**src/rtl/pc_sequencer.sv**
```systemverilog
// Fetch-stage program counter with prioritised next-PC selection and a small
// circular return-address stack used to predict jr $ra targets.
module pc_sequencer #(
    parameter int unsigned     WIDTH      = 32,
    parameter int unsigned     INCR       = 4,
    parameter logic [WIDTH-1:0] RESET_PC  = '0,
    parameter int unsigned     DEPTH      = 4,
    parameter int unsigned     ALIGN_BITS = 2
) (
    input  logic             Clk,
    input  logic             Reset,
    input  logic             Stall,
    input  logic             BranchTaken,
    input  logic [WIDTH-1:0] BranchTarget,
    input  logic             Jump,
    input  logic [WIDTH-1:0] JumpTarget,
    input  logic             Call,
    input  logic             Ret,
    input  logic [WIDTH-1:0] RetTarget,
    input  logic             Exception,
    input  logic [WIDTH-1:0] ExcVector,
    output logic [WIDTH-1:0] PCResult,
    output logic [WIDTH-1:0] PCAddResult,
    output logic             Redirect,
    output logic             AlignErr,
    output logic             RasEmpty,
    output logic             RasFull
);

    localparam int unsigned PTR_W = (DEPTH > 1) ? $clog2(DEPTH) : 1;
    localparam int unsigned CNT_W = $clog2(DEPTH + 1);
    localparam logic [CNT_W-1:0] CNT_MAX = CNT_W'(DEPTH);
    localparam logic [WIDTH-1:0] ALIGN_MASK = ~({WIDTH{1'b1}} << ALIGN_BITS);

    // Architectural state
    logic [WIDTH-1:0] pc_q, pc_d;
    logic             redirect_q, redirect_d;
    logic [PTR_W-1:0] wr_ptr_q, wr_ptr_d;
    logic [CNT_W-1:0] count_q, count_d;
    logic [WIDTH-1:0] ras_mem [DEPTH];

    // Next-PC selection
    logic [WIDTH-1:0] pc_add;
    logic [WIDTH-1:0] raw_target;
    logic [WIDTH-1:0] ras_top;
    logic [PTR_W-1:0] top_ptr;
    logic             redirect_sel;
    logic             ras_empty;
    logic             ras_full;

    // RAS control
    logic             ras_act;
    logic             do_push;
    logic             do_pop;
    logic             ras_we;
    logic [PTR_W-1:0] ras_waddr;

    assign pc_add    = pc_q + WIDTH'(INCR);
    assign ras_empty = (count_q == '0);
    assign ras_full  = (count_q == CNT_MAX);
    assign top_ptr   = wr_ptr_q - PTR_W'(1);
    assign ras_top   = ras_mem[top_ptr];

    always_comb begin
        raw_target   = '0;
        redirect_sel = 1'b1;
        if (Exception) begin
            raw_target = ExcVector;
        end else if (BranchTaken) begin
            raw_target = BranchTarget;
        end else if (Ret) begin
            raw_target = ras_empty ? RetTarget : ras_top;
        end else if (Jump) begin
            raw_target = JumpTarget;
        end else begin
            redirect_sel = 1'b0;
        end
    end

    always_comb begin
        if (redirect_sel) begin
            pc_d = raw_target & ~ALIGN_MASK;
        end else if (Stall) begin
            pc_d = pc_q;
        end else begin
            pc_d = pc_add;
        end
        redirect_d = redirect_sel;
    end

    // A stalled fetch must not disturb the stack unless it is being redirected anyway.
    assign ras_act = !Stall || redirect_sel;
    assign do_push = Call && ras_act && !Exception;
    assign do_pop  = Ret && ras_act && !Exception && !BranchTaken;

    always_comb begin
        wr_ptr_d  = wr_ptr_q;
        count_d   = count_q;
        ras_we    = 1'b0;
        ras_waddr = wr_ptr_q;
        if (Exception) begin
            wr_ptr_d = '0;
            count_d  = '0;
        end else if (do_push && do_pop && !ras_empty) begin
            // Return and call in one cycle: swap the top entry in place.
            ras_we    = 1'b1;
            ras_waddr = top_ptr;
        end else if (do_push) begin
            ras_we   = 1'b1;
            wr_ptr_d = wr_ptr_q + PTR_W'(1);
            count_d  = ras_full ? count_q : count_q + CNT_W'(1);
        end else if (do_pop && !ras_empty) begin
            wr_ptr_d = top_ptr;
            count_d  = count_q - CNT_W'(1);
        end
    end

    always_ff @(posedge Clk) begin
        if (Reset) begin
            pc_q       <= RESET_PC;
            redirect_q <= 1'b0;
            wr_ptr_q   <= '0;
            count_q    <= '0;
        end else begin
            pc_q       <= pc_d;
            redirect_q <= redirect_d;
            wr_ptr_q   <= wr_ptr_d;
            count_q    <= count_d;
        end
    end

    // Stack contents need no reset; only count and pointer define validity.
    always_ff @(posedge Clk) begin
        if (!Reset && ras_we) begin
            ras_mem[ras_waddr] <= pc_add;
        end
    end

    assign PCResult    = pc_q;
    assign PCAddResult = pc_add;
    assign Redirect    = redirect_q;
    assign AlignErr    = redirect_sel && ((raw_target & ALIGN_MASK) != '0);
    assign RasEmpty    = ras_empty;
    assign RasFull     = ras_full;

endmodule

```
**config.mk**
```make
export PLATFORM = sky130hd
export DESIGN_NAME = pc_sequencer
export DESIGN_NICKNAME = d
export VERILOG_FILES = /design/src/rtl/pc_sequencer.sv
export SDC_FILE = /design/constraint.sdc
export NUM_CORES = 1
export LEC_CHECK = 0
export BUFFER_PORTS_ARGS = -buffer_cell sky130_fd_sc_hd__buf_2
export CAP_MARGIN = 15
export CORE_ASPECT_RATIO = 0.6
export CORE_MARGIN = 2
export CORE_UTILIZATION = 54
export CTS_CLUSTER_DIAMETER = 50
export CTS_CLUSTER_SIZE = 16
export DETAILED_ROUTE_END_ITERATION = 6
export GPL_ROUTABILITY_DRIVEN = 0
export GPL_TIMING_DRIVEN = 0
export HOLD_SLACK_MARGIN = 0.06
export PLACE_DENSITY = 0.81
export SYNTH_ARGS = -nofsm -noshare
export SYNTH_HDL_FRONTEND = slang
export SYNTH_SLANG_ARGS = --single-unit
```
**constraint.sdc**
```tcl
create_clock -name Clk -period 5.7 [get_ports Clk]
set_input_delay 0.57 -clock Clk [delete_from_list [all_inputs] [get_ports Clk]]
set_output_delay 0.57 -clock Clk [all_outputs]
set_load 0.01 [all_outputs]
```
; ---- Yosys cells after proc, flatten, opt, wreduce, memory -nomap -nowiden
; Memories as Yosys holds them, arrays and structs flattened.
; Cells that the tools add are included.
[op_classes]
reduce_logical = 23
multipliers = 0
eq_ne = 3
addsub = 5
bitwise_logic = 1
n_lt_le_gt_ge = 0
div = 0
n_mux = 23
n_shift = 0
[op_table]
columns = operator, n
row1 = 32-bit two-way mux, 7
row2 = "32-bit by 3-bit adder with 32-bit output, second input constant", 1
row3 = 32-bit nonzero test, 1
row4 = 1-bit logical AND, 10
row5 = 1-bit two-way mux, 9
row6 = 3-bit two-way mux, 3
row7 = 2-bit two-way mux, 4
row8 = 1-bit logical NOT, 5
row9 = 2-bit OR reduction, 2
row10 = "3-bit by 1-bit adder with 3-bit output, second input constant", 1
row11 = "3-bit equality test, second input constant", 1
row12 = 3-bit logical NOT, 1
row13 = 3-bit AND reduction, 1
row14 = "3-bit by 1-bit subtractor with 3-bit output, second input constant", 1
row15 = "2-bit by 1-bit adder with 2-bit output, second input constant", 1
row16 = "2-bit by 1-bit != test with 1-bit output, second input constant", 1
row17 = "2-bit != test, second input constant", 1
row18 = 2-bit AND reduction, 1
row19 = 2-bit nonzero test, 1
row20 = "2-bit by 1-bit subtractor with 2-bit output, second input constant", 1
row21 = 1-bit logical OR, 1
row22 = 1-bit inverter, 1
[word_totals]
mem_bits_rw = 128
elab_cells = 61
latchBits = 0
reg_bits = 38
n_memories = 1
romBits = 0
output_inout_bits = 68
[memory_table]
columns = memory, words, word_bits, read_ports, rd_clocked_by_memory_dff, wr, line
row1 = ras_mem, 4, 32, 1, 0, 1, 40  ; logic [WIDTH-1:0] ras_mem [DEPTH];

; ---- Depth between registers and ports, before layout
; Gate-level depths: netlist (run 1).
[logic_depth]
ltp_word = 15
ltp_mapped = 12
ltp_nobuf = 9

; ---- Least setup slack after synthesis (run 1)
; Ideal clock, no wire load.
[synth_path]
path_type = input to register
from = input Jump
to = memory ras_mem[0][10], enable pin
path_stages = 5
path_buffers = 1
arrival_ps = 4385
setup_slack_ps = 822
required_time_ps = 5207
path_cell_list = clkbuf_1 nor4_1 a21boi_1 nand2_1 nor4_1
[synth_between]
elab_chain_cells = 15
word_cells_on_any_way = 20
[synth_rtl]
columns = element, line
row1 = "start, declared", 15  ; input logic Jump,
row2 = 1-bit two-way mux (*), 73  ; end else if (Jump) begin
row3 = 1-bit two-way mux (*), 71  ; end else if (Ret) begin
row4 = 1-bit two-way mux (*), 69  ; end else if (BranchTaken) begin
row5 = 1-bit two-way mux (*), 67  ; if (Exception) begin
row6 = 1-bit logical OR (*), 92  ; assign ras_act = !Stall || redirect_sel;
row7 = 1-bit logical AND (3 in a row), 94  ; assign do_pop = Ret && ras_act && !Exception && !BranchTaken;
row8 = 1-bit logical AND (2 in a row), 104  ; end else if (do_push && do_pop && !ras_empty) begin
row9 = 1-bit two-way mux, 104
row10 = 1-bit two-way mux, 101  ; if (Exception) begin
row11 = 1-bit logical AND, 134  ; if (!Reset && ras_we) begin
row12 = 1-bit two-way mux, 134
row13 = 1-bit two-way mux (implied by the code), 135  ; ras_mem[ras_waddr] <= pc_add;
row14 = "end, declared", 40
; Mark *: on every way between the ends. The rest lies on a longest branch, timed or not.

; ---- Final worst setup path (run 1)
[layout_path]
from = register pc_q[2], in the netlist PCResult[2]
to = output PCAddResult[30]
[layout_between]
elab_chain_cells = 1
[layout_rtl]
columns = element, line
row1 = "start, declared", 36  ; logic [WIDTH-1:0] pc_q, pc_d;
row2 = "start signal, assigned", 125  ; pc_q <= pc_d;
row3 = 32-bit by 3-bit adder with 32-bit output, 58  ; assign pc_add = pc_q + WIDTH'(INCR);
row4 = "end, declared", 23  ; output logic [WIDTH-1:0] PCAddResult,
; Every way passes these cells.

==> results of run 1 <==
## final cells by class
type	instances	area, um2	share of cell area
buffer	57	318	0.0318
timing repair buffer	204	1080	0.108
multi-input combinational	450	3370	0.337
clock buffer	19	433	0.0433
clock inverter	13	190	0.0190
sequential	156	4320	0.432
tap	198	248	0.0248
inverter	9	35.0	0.00350
## per-stage QoR
step                      instance area (um2)  TNS, ps  hold WS (ps)  total power, uW   util
after global placement                   9260   -60690           521             1700  0.639
after floorplan                          8030        0           486             1520      -
final                                   10000        0           386             2920  0.689
after detailed placement                 9380        0           550             1700  0.646
after global routing                    10000        0           389             2990  0.689
after CTS                               10000        0           386             2890  0.689
## how the worst min path moves through the flow
stage	endpoint	depth (start not counted)
finish	PCResult[9]	2
global route	PCResult[9]	2
CTS	PCResult[9]	2
detailed placement	count_q[1]	2
global placement	count_q[1]	2
floorplan	count_q[2]	2
## layer usage
metal | global-route usage | share of wire
met5 | 0 | 0
met4 | 0.0975 | 0.027
met3 | 0.130 | 0.17
met2 | 0.515 | 0.42
met1 | 0.515 | 0.38
## power by group
part	internal [uW]	switching (uW)	leakage, uW	total (uW)
combinational	155	246	0.00212	402
clock	739	479	0.000308	1220
sequential	1260	35.3	0.00139	1300
total	2160	760	0.00382	2920
## synthesized netlist by cell type, types with 4 or more instances
library cell / count / area, um2
a2111oi_0: 6 / 52.6
a211oi_1: 11 / 82.6
a21oi_1: 17 / 85.1
a311oi_1: 5 / 43.8
a31oi_1: 10 / 62.6
and2_1: 4 / 25.0
and3_1: 5 / 31.3
and4_1: 4 / 35.0
buf_1: 5 / 18.8
buf_2: 14 / 70.1
buf_4: 7 / 52.6
buf_6: 5 / 56.3
clkbuf_1: 22 / 82.6
dfxtp_1: 36 / 721
edfxtp_1: 120 / 3600
inv_1: 8 / 30.0
mux2i_1: 12 / 120
mux4_2: 30 / 676
nand2_1: 70 / 263
nand2b_1: 5 / 31.3
nand3_1: 24 / 120
nand4_1: 11 / 68.8
nor2_1: 48 / 180
nor2b_1: 4 / 25.0
nor3_1: 15 / 75.1
nor4_1: 9 / 56.3
o21a_1: 4 / 30.0
o21ai_0: 23 / 115
o221ai_1: 11 / 96.3
o22ai_1: 8 / 50.1
xnor2_1: 32 / 280
xor2_1: 14 / 123
## cell families (layout without fill, tap and decap cells)
group / count (synthesis) / count (layout) / synth area share
buffers and inverters: 66 / 302 / 0.0440
AOI/OAI and AO/OA: 132 / 132 / 0.118
muxes: 45 / 45 / 0.103
xor gates and xnor gates: 47 / 47 / 0.0523
and+or+nand+nor: 220 / 220 / 0.139
other: 1 / 4 / 0.000468
DFF: 156 / 156 / 0.539
adders and majority gates: 2 / 2 / 0.00406
## cell usage in the layout (no fill, tap or decap), types with 4 or more instances in the layout
| cell type | instances |
|---|---|
| buf_2 | 211 |
| edfxtp_1 | 120 |
| nand2_1 | 70 |
| nor2_1 | 46 |
| dfxtp_1 | 36 |
| xnor2_1 | 32 |
| mux4_2 | 30 |
| nand3_1 | 24 |
| clkbuf_1 | 24 |
| o21ai_0 | 23 |
| a21oi_1 | 17 |
| clkbuf_16 | 17 |
| nor3_1 | 15 |
| xor2_1 | 14 |
| buf_4 | 12 |
| mux2i_1 | 12 |
| nand4_1 | 11 |
| o221ai_1 | 11 |
| a211oi_1 | 11 |
| a31oi_1 | 10 |
| inv_1 | 8 |
| nor4_1 | 8 |
| o22ai_1 | 8 |
| a2111oi_0 | 6 |
| buf_6 | 5 |
| and3_1 | 5 |
| buf_1 | 5 |
| nand2b_1 | 5 |
| a311oi_1 | 5 |
| and2_1 | 4 |
| clkinv_2 | 4 |
| o21a_1 | 4 |
| nor2b_1 | 4 |
| conb_1 | 4 |
| bufinv_16 | 4 |
## critical path: cells and delay by family (launching register included)
family	cells	cell delay, ps
xor gates and xnor gates	1	440
buffers and inverters	1	230
adders and majority gates	1	360
DFF	1	600
and+or+nand+nor	3	1070
## sequential cells by signal (all words and copies together) (netlist names)
name and count:
PCResult 30, Redirect 1, count_q 3, ras_mem 120, wr_ptr_q 2
==> impl_metrics.csv, run 1 <==
group,metric,value,unit
cts,cts_setup_buffers,0,
sta,finalCritPeriodShare,0.650,
cts,clkLatencyLatePin,430,ps
sta,finalCriticalPeriod,3710,ps
routing,remaining_drc_errors,0,
flow_run,maxCapViolations,0,
cts,cts_made_buffers,17,
setup_path,cp-end-kind,"primary output",
floorplan,core,14500,um2
floorplan,row_count,34,
sta,grt_setup_unrepaired,"false",
setup_path,cp-endpoint,"PCAddResult[30]",
power_and_ir_drop,total_leakage_power,0.00382,uW
cts,clock_path_buffers,2,
setup_path,critPathKind,"reg -> out",
setup_path,worstPathArrival,3140,ps
cells_and_area,fillers,1041,
logic_synthesis,ys.flop_type,"edfxtp_1",
cts,holdBufCountCts,0,
sta,setup_viol,0,
global_routing,antenna_found_initial,0,
routing,vias,7234,
cells_and_area,syn2layout_area_growth,24.7,%
floorplan,start_util,0.553,
setup_path,r2r_cells,8,
power_and_ir_drop,p_per_area,292,nW/um2
cells_and_area,num_antenna_cells,0,
cts,cts_root_buffer,"clkbuf_16",
routing,wl,28200,um
logic_synthesis,synth_cell_types,76,
routing,ant_nets,0,
routing,drt_iter0_markers,1139,
cts,clock_sinks,156,
routing,avgViaCountPerCell,6.54,
setup_path,startpoint_type,"flip-flop",
setup_path,worstPathRequired,5130,ps
place,pre_cts_slack,2160,ps
logic_synthesis,ys_ff_latch,156,
place,port_buffers,197,
sta,hold_viol,0,
cells_and_area,fin_nets,1033,
logic_synthesis,synth-async-reset-ratio,0,
setup_path,worstReg2RegEnd,"ras_mem[3][25]",
sta,finalClockSkew,11.3,ps
cts,clk_pin_slew_worst_paths,60,ps
routing,first_pass_iters,6,
floorplan,die_area,15900,um2
global_routing,overflow,0,
setup_path,slowest_stage,"nor4_2",
routing,routedWlPerCell,25.5,um
logic_synthesis,yosysSeqAreaShare,0.539,
sta,fmax,270,MHz
cts,htree_levels,4,
setup_path,cp_common_cell,"nand4_1",
sta,maxSlewViolCount,0,
cells_and_area,stdcell_count,1106,
logic_synthesis,synth_warnings,0,
sta,slew_headroom,0.375,
global_routing,grt_max_degree,31,
worst_hold_path,hp-class,"in -> reg",
floorplan,chipHeight,98.4,um
setup_path,reg2reg_slack,2540,ps
worst_hold_path,hp-start,"JumpTarget[9]",
sta,worstMarginPinSlew,938,ps
logic_synthesis,avgSynthCellArea,12.0,um2
setup_path,path_cells,"ha_1 > nand4_1 > nor4_2 > nand4_1 > xnor2_1 > buf_2",
cts,ctsResizeCount,0,
floorplan,io_pins,204,
cells_and_area,layout-drive-gt1-share,0.346,
logic_synthesis,synth_edf_count,120,
cts,cts_tree,"built",
place,dpl.hpwl,20000,um
outcome,status,"complete, no violations",
setup_path,slowest_delay,660,ps
logic_synthesis,syn_area,8020,um2
floorplan,die_w,161,um
sta,setup_slack,1990,ps
global_routing,grt_pass1_wl,41300,um
power_and_ir_drop,ir_drop,0.000229,V
global_routing,grtUsageTotal,0.358,
global_routing,grt_pass1_vias,6723,
setup_path,rr_startpoint,"count_q[0]",
setup_path,crit_start,"PCResult[2]",
logic_synthesis,synthCells,669,
setup_path,critPathMaxFanout,7,
place,dp_cells,1074,
No activity file was read; power rests on OpenSTA's default activity.
==> run 2: changes to the inputs <==
--- a/config.mk
+++ b/config.mk
@@ -9,14 +9,14 @@
 export CAP_MARGIN = 15
 export CORE_ASPECT_RATIO = 0.6
 export CORE_MARGIN = 2
-export CORE_UTILIZATION = 54
+export CORE_UTILIZATION = 48
 export CTS_CLUSTER_DIAMETER = 50
 export CTS_CLUSTER_SIZE = 16
 export DETAILED_ROUTE_END_ITERATION = 6
 export GPL_ROUTABILITY_DRIVEN = 0
 export GPL_TIMING_DRIVEN = 0
 export HOLD_SLACK_MARGIN = 0.06
-export PLACE_DENSITY = 0.81
+export PLACE_DENSITY = 0.76
 export SYNTH_ARGS = -nofsm -noshare
 export SYNTH_HDL_FRONTEND = slang
 export SYNTH_SLANG_ARGS = --single-unit
==> constraint.sdc (replaced) <==
create_clock -name Clk -period 3 [get_ports Clk]
set_input_delay 0.3 -clock Clk [delete_from_list [all_inputs] [get_ports Clk]]
set_output_delay 0.3 -clock Clk [all_outputs]
set_load 0.01 [all_outputs]
==> run 2 against run 1 <==
Against the previous run: clock power grew 69%; non-clock buffer count grew 6; first-iteration DRC count shrank 2.0%; combinational power grew 94%; sequential power grew 90%; flip-flop and latch count is the same; hold slack lost 280 ps; cell count grew 3.3%; count of clock-buffer cells in the layout shrank 2; critical path depth grew 1; critical path type unchanged; largest cell class unchanged; largest power group unchanged.
==> impl_metrics.csv, run 2 (same netlist as run 1, synthesis figures left out) <==
group,metric,value,unit
setup_path,critPathKind,"reg -> out",
cells_and_area,max_flop_register,"ras_mem",
setup_path,startpoint_type,"flip-flop",
setup_path,critPathMaxFanout,6,
cells_and_area,largest_register_ffs,120,
global_routing,grt_pass1_vias,6702,
power_and_ir_drop,p_per_area,521,nW/um2
setup_path,worstPathRequired,2700,ps
cells_and_area,syn2layout_area_growth,27.2,%
setup_path,worstPathArrival,2650,ps
routing,routedWlPerCell,25.0,um
routing,ant_nets,0,
floorplan,die_w,171,um
sta,grt_setup_unrepaired,"false",
cells_and_area,fillers,1355,
global_routing,grtUsageTotal,0.323,
sta,setup_viol,0,
sta,fmax,340,MHz
place,pre_cts_slack,-473,ps
cells_and_area,num_antenna_cells,0,
floorplan,chipHeight,104,um
place,port_buffers,197,
cells_and_area,final_common_cell,"buf_2",
flow_run,maxCapViolations,0,
cells_and_area,fin_area,10200,um2
global_routing,overflow,0,
cts,cts_root_buffer,"clkbuf_16",
sta,setup_slack,54.9,ps
routing,avgViaCountPerCell,6.28,
cells_and_area,layout-drive-gt1-share,0.377,
global_routing,grt_pass1_wl,41400,um
sta,slew_headroom,0.234,
floorplan,row_count,36,
sta,finalCriticalPeriod,2950,ps
power_and_ir_drop,total_leakage_power,0.00392,uW
floorplan,start_util,0.492,
sta,finalCritPeriodShare,0.982,
worst_hold_path,hp-class,"in -> reg",
setup_path,cp-end-kind,"primary output",
global_routing,grt_max_degree,31,
routing,drt_iter0_markers,1116,
cts,clk_pin_slew_worst_paths,70,ps
floorplan,io_pins,204,
routing,remaining_drc_errors,0,
cts,clkLatencyLatePin,440,ps
sta,finalClockSkew,15.5,ps
routing,vias,7172,
place,dpl_cell_area,9410,um2
sta,worstMarginPinSlew,1140,ps
sta,hold_viol,0,
cts,htree_levels,4,
cells_and_area,stdcell_count,1142,
global_routing,antenna_found_initial,0,
cells_and_area,final_cell_mix,"212 x buf_2, 120 x edfxtp_1, 70 x nand2_1, 45 x nor2_1, 34 x dfxtp_1",
power_and_ir_drop,ir_drop,0.000264,V
routing,wl,28600,um
cts,clock_path_buffers,2,
sta,tns,0,ps
floorplan,die_area,17800,um2
cts,cts_tree,"built",
place,dp_cells,1101,
cells_and_area,fin_nets,1039,
place,dpl.hpwl,20700,um
cts,clock_sinks,156,
sta,maxSlewViolCount,0,
setup_path,reg2reg_slack,240,ps
routing,first_pass_iters,6,
cts,cts_made_buffers,17,
floorplan,core,16300,um2
outcome,status,"complete, no violations",
run 2: cell count changes in the layout (fill, tap and decap cells not counted), sizes merged:
cell / delta
clkinv: -1
buf: +6
inv: +5
clkbuf: -2
clkinvlp: +2
bufinv: -4
run 2: final timing paths:
path,start,endpoint,depth (start not counted)
worst min-delay path,JumpTarget[9],PCResult[9],2
worst max register to register,count_q[2],ras_mem[2][27],7
worst max-delay path,PCResult[3],PCAddResult[26],7
worst min register to register,count_q[2],count_q[2],2
run 2: final cells by class:
type                            instances  area [um2]  share of cell area
Inverter                                9        35.0             0.00344
Timing Repair Buffer                  210        1160               0.114
Clock buffer                           17         425              0.0417
Buffer                                 57         324              0.0318
Clock inverter                         15         131              0.0129
Sequential cell                       156        4330               0.424
Multi-Input combinational cell        450        3510               0.344
Tap cell                              228         285              0.0280
run 2: stage by stage:
step,hold slack [ps],power (uW),util
3_3_place_gp,510,3230,0.572
5_1_grt,116,5440,0.625
4_1_cts,104,5260,0.618
3_5_place_dp,534,3250,0.577
2_1_floorplan,449,2890,-
6_report,103,5310,0.625
run 2: report_power, final:
group | switching, uW | leakage, uW | internal [uW]
Clock | 975 | 0.000271 | 1090
Combinational | 471 | 0.00226 | 309
Sequential | 67.5 | 0.00139 | 2400
run 2: routing by layer:
| layer | vias up | GRT usage | routed length [um] |
|---|---|---|---|
| met1 | 3490 | 0.477 | 11500 |
| li1 | 3041 | - | - |
| met4 | 0 | 0.0829 | 631 |
| met5 | - | 0 | 0 |
| met2 | 579 | 0.464 | 12000 |
| met3 | 62 | 0.100 | 4460 |
run 2: what timing repair did:
| item | in CTS | in global routing |
|---|---|---|
| pin swaps | 3 | 3 |
| setup buffers | 3 | 6 |
| resized for setup | 17 | 18 |
| endpoints found under the setup margin | 79 | 76 |
| hold buffers | 0 | 0 |
run 2: critical path, cell delays in order (launching register included):
cell and delay [ps]:
dfxtp_2 420, ha_2 260, nand4_1 210, or4_4 470, buf_6 160, nor3_4 250
xor2_4 250, buf_2 180
==> run 3: changes to the inputs <==
--- a/config.mk
+++ b/config.mk
@@ -9,14 +9,14 @@
 export CAP_MARGIN = 15
 export CORE_ASPECT_RATIO = 0.6
 export CORE_MARGIN = 2
-export CORE_UTILIZATION = 48
+export CORE_UTILIZATION = 54
 export CTS_CLUSTER_DIAMETER = 50
 export CTS_CLUSTER_SIZE = 16
 export DETAILED_ROUTE_END_ITERATION = 6
 export GPL_ROUTABILITY_DRIVEN = 0
 export GPL_TIMING_DRIVEN = 0
 export HOLD_SLACK_MARGIN = 0.06
-export PLACE_DENSITY = 0.76
+export PLACE_DENSITY = 0.81
 export SYNTH_ARGS = -nofsm -noshare
 export SYNTH_HDL_FRONTEND = slang
 export SYNTH_SLANG_ARGS = --single-unit
==> constraint.sdc (replaced) <==
create_clock -name Clk -period 3.3 [get_ports Clk]
set_input_delay 0.33 -clock Clk [delete_from_list [all_inputs] [get_ports Clk]]
set_output_delay 0.33 -clock Clk [all_outputs]
set_load 0.01 [all_outputs]
==> run 3 against run 2 <==
Against the previous run: the flow now finishes with violations (design-rule violations); critical path type unchanged; register-to-register slack gained 30 ps; cell area shrank 2.0%; cell count down 3.4%; via count decreased by 1.2%.
==> impl_metrics.csv, run 3 (same netlist as run 1, synthesis figures left out) <==
group,metric,value,unit
power_and_ir_drop,ir_drop,0.000391,V
global_routing,overflow,0,
cells_and_area,max_flop_register,"ras_mem",
cts,cts_made_buffers,17,
cts,holdBufCountCts,0,
floorplan,row_count,34,
sta,finalCritPeriodShare,0.967,
floorplan,core,14500,um2
global_routing,grtUsageTotal,0.347,
global_routing,grt_pass1_wl,40200,um
cells_and_area,final_util,0.689,
cells_and_area,largest_register_ffs,120,
cts,clkLatencyLatePin,420,ps
cells_and_area,stdcell_count,1103,
floorplan,die_w,161,um
routing,remaining_drc_errors,1,
cells_and_area,final_common_cell,"buf_2",
routing,avgViaCountPerCell,6.42,
cells_and_area,multi_input_area,3420,um2
global_routing,antenna_found_initial,0,
sta,fmax,313,MHz
setup_path,cp_common_cell,"buf_2",
setup_path,slowest_stage,"buf_1",
worst_hold_path,whs_path_depth,2,
sta,finalClockSkew,7.28,ps
flow_run,maxCapViolations,0,
routing,drt_iter0_markers,1157,
place,dpl.hpwl,19800,um
cells_and_area,fin_area,10000,um2
cts,htree_levels,4,
floorplan,chipHeight,98.4,um
global_routing,grt_pass1_vias,6612,
cells_and_area,layout-drive-gt1-share,0.347,
place,port_buffers,197,
setup_path,r2r_cells,7,
cells_and_area,fillers,1058,
cts,clock_path_buffers,2,
routing,ant_nets,0,
power_and_ir_drop,finalPower,4910,uW
setup_path,slowest_delay,730,ps
cts,cts_setup_buffers,0,
cts,cts_tree,"built",
floorplan,start_util,0.553,
power_and_ir_drop,p_per_area,491,nW/um2
sta,finalCriticalPeriod,3190,ps
cts,clk_pin_slew_worst_paths,70,ps
setup_path,worstPathRequired,2970,ps
outcome,status,"finished, violations left",
setup_path,cp-end-kind,"primary output",
routing,first_pass_iters,7,
cts,cts_root_buffer,"clkbuf_16",
setup_path,path_cells,"or3_1 > buf_2 > buf_2 > buf_1 > o221ai_1 > o31ai_1 > o21ai_0 > buf_2",
cells_and_area,final_cell_mix,"211 x buf_2, 120 x edfxtp_1, 70 x nand2_1, 46 x nor2_1, 35 x dfxtp_1",
place,dpl_cell_area,9370,um2
global_routing,grt_max_degree,31,
routing,wl,27100,um
setup_path,worstPathArrival,2860,ps
sta,setup_viol,0,
outcome,violations,"design-rule violations",
place,dp_cells,1071,
power_and_ir_drop,total_leakage_power,0.00380,uW
setup_path,startpoint_type,"flip-flop",
floorplan,die_area,15900,um2
worst_hold_path,hp-class,"in -> reg",
cts,clock_sinks,156,
cells_and_area,fin_nets,1030,
sta,slew_headroom,0.361,
sta,hold_viol,0,
sta,worstMarginPinSlew,958,ps
cells_and_area,register_area,4330,um2
floorplan,io_pins,204,
cells_and_area,num_antenna_cells,0,
sta,maxSlewViolCount,0,
routing,vias,7086,
sta,grt_setup_unrepaired,"false",
cells_and_area,syn2layout_area_growth,24.7,%
routing,routedWlPerCell,24.6,um
setup_path,critPathMaxFanout,10,
setup_path,critPathKind,"reg -> out",
[run 3: routing by layer]
layer / vias up / global-route usage / wire [um]
met2: 604 / 0.498 / 11500
met1: 3404 / 0.513 / 10700
met4: 0 / 0.116 / 621
met5: - / 0 / 0
met3: 52 / 0.0964 / 4350
li1: 3026 / - / -
[run 3: worst paths after layout]
path / from / to / slack, ps
setup / recovery: count_q[0] / AlignErr / 110
hold reg to reg: count_q[1] / count_q[1] / 540
setup reg to reg: count_q[0] / ras_mem[2][25] / 270
hold / removal: JumpTarget[9] / PCResult[9] / 140
[run 3: worst max-delay path, delay by kind of cell (launching register included)]
kind / cells / cell delay [ps]
flops: 1 / 390
compound gates: 3 / 450
simple gates: 1 / 120
buf+inv: 4 / 1470
[run 3: cell type report]
| cell class | instances | share of cell area |
|---|---|---|
| sequential | 156 | 0.433 |
| buffer | 57 | 0.0318 |
| timing repair buffer | 201 | 0.106 |
| inverter | 9 | 0.00350 |
| clock buffer | 18 | 0.0429 |
| tap | 198 | 0.0248 |
| clock inverter | 14 | 0.0161 |
| multi-input combinational | 450 | 0.342 |
[run 3: where the power goes]
group	leakage [uW]	internal, uW	switching (uW)
logic	0.00213	269	413
registers	0.00139	2180	61.0
clock network	0.000279	1130	850
total	0.00380	3580	1320
[run 3: stage by stage]
step                      setup slack (ps)  hold WS, ps  TNS [ps]
after CTS                             28.6          137         0
after detailed placement             -16.2          520     -16.2
final                                  108          140         0
after global placement               -1390          508   -106450
after floorplan                      -26.6          479     -1250
after global routing                  1.01          161         0
[run 3: timing repair]
| item | in CTS | in global routing |
|---|---|---|
| setup endpoints to repair | 0 | 38 |
| gates resized for setup | 0 | 7 |
| endpoints found under the hold margin | 0 | 0 |
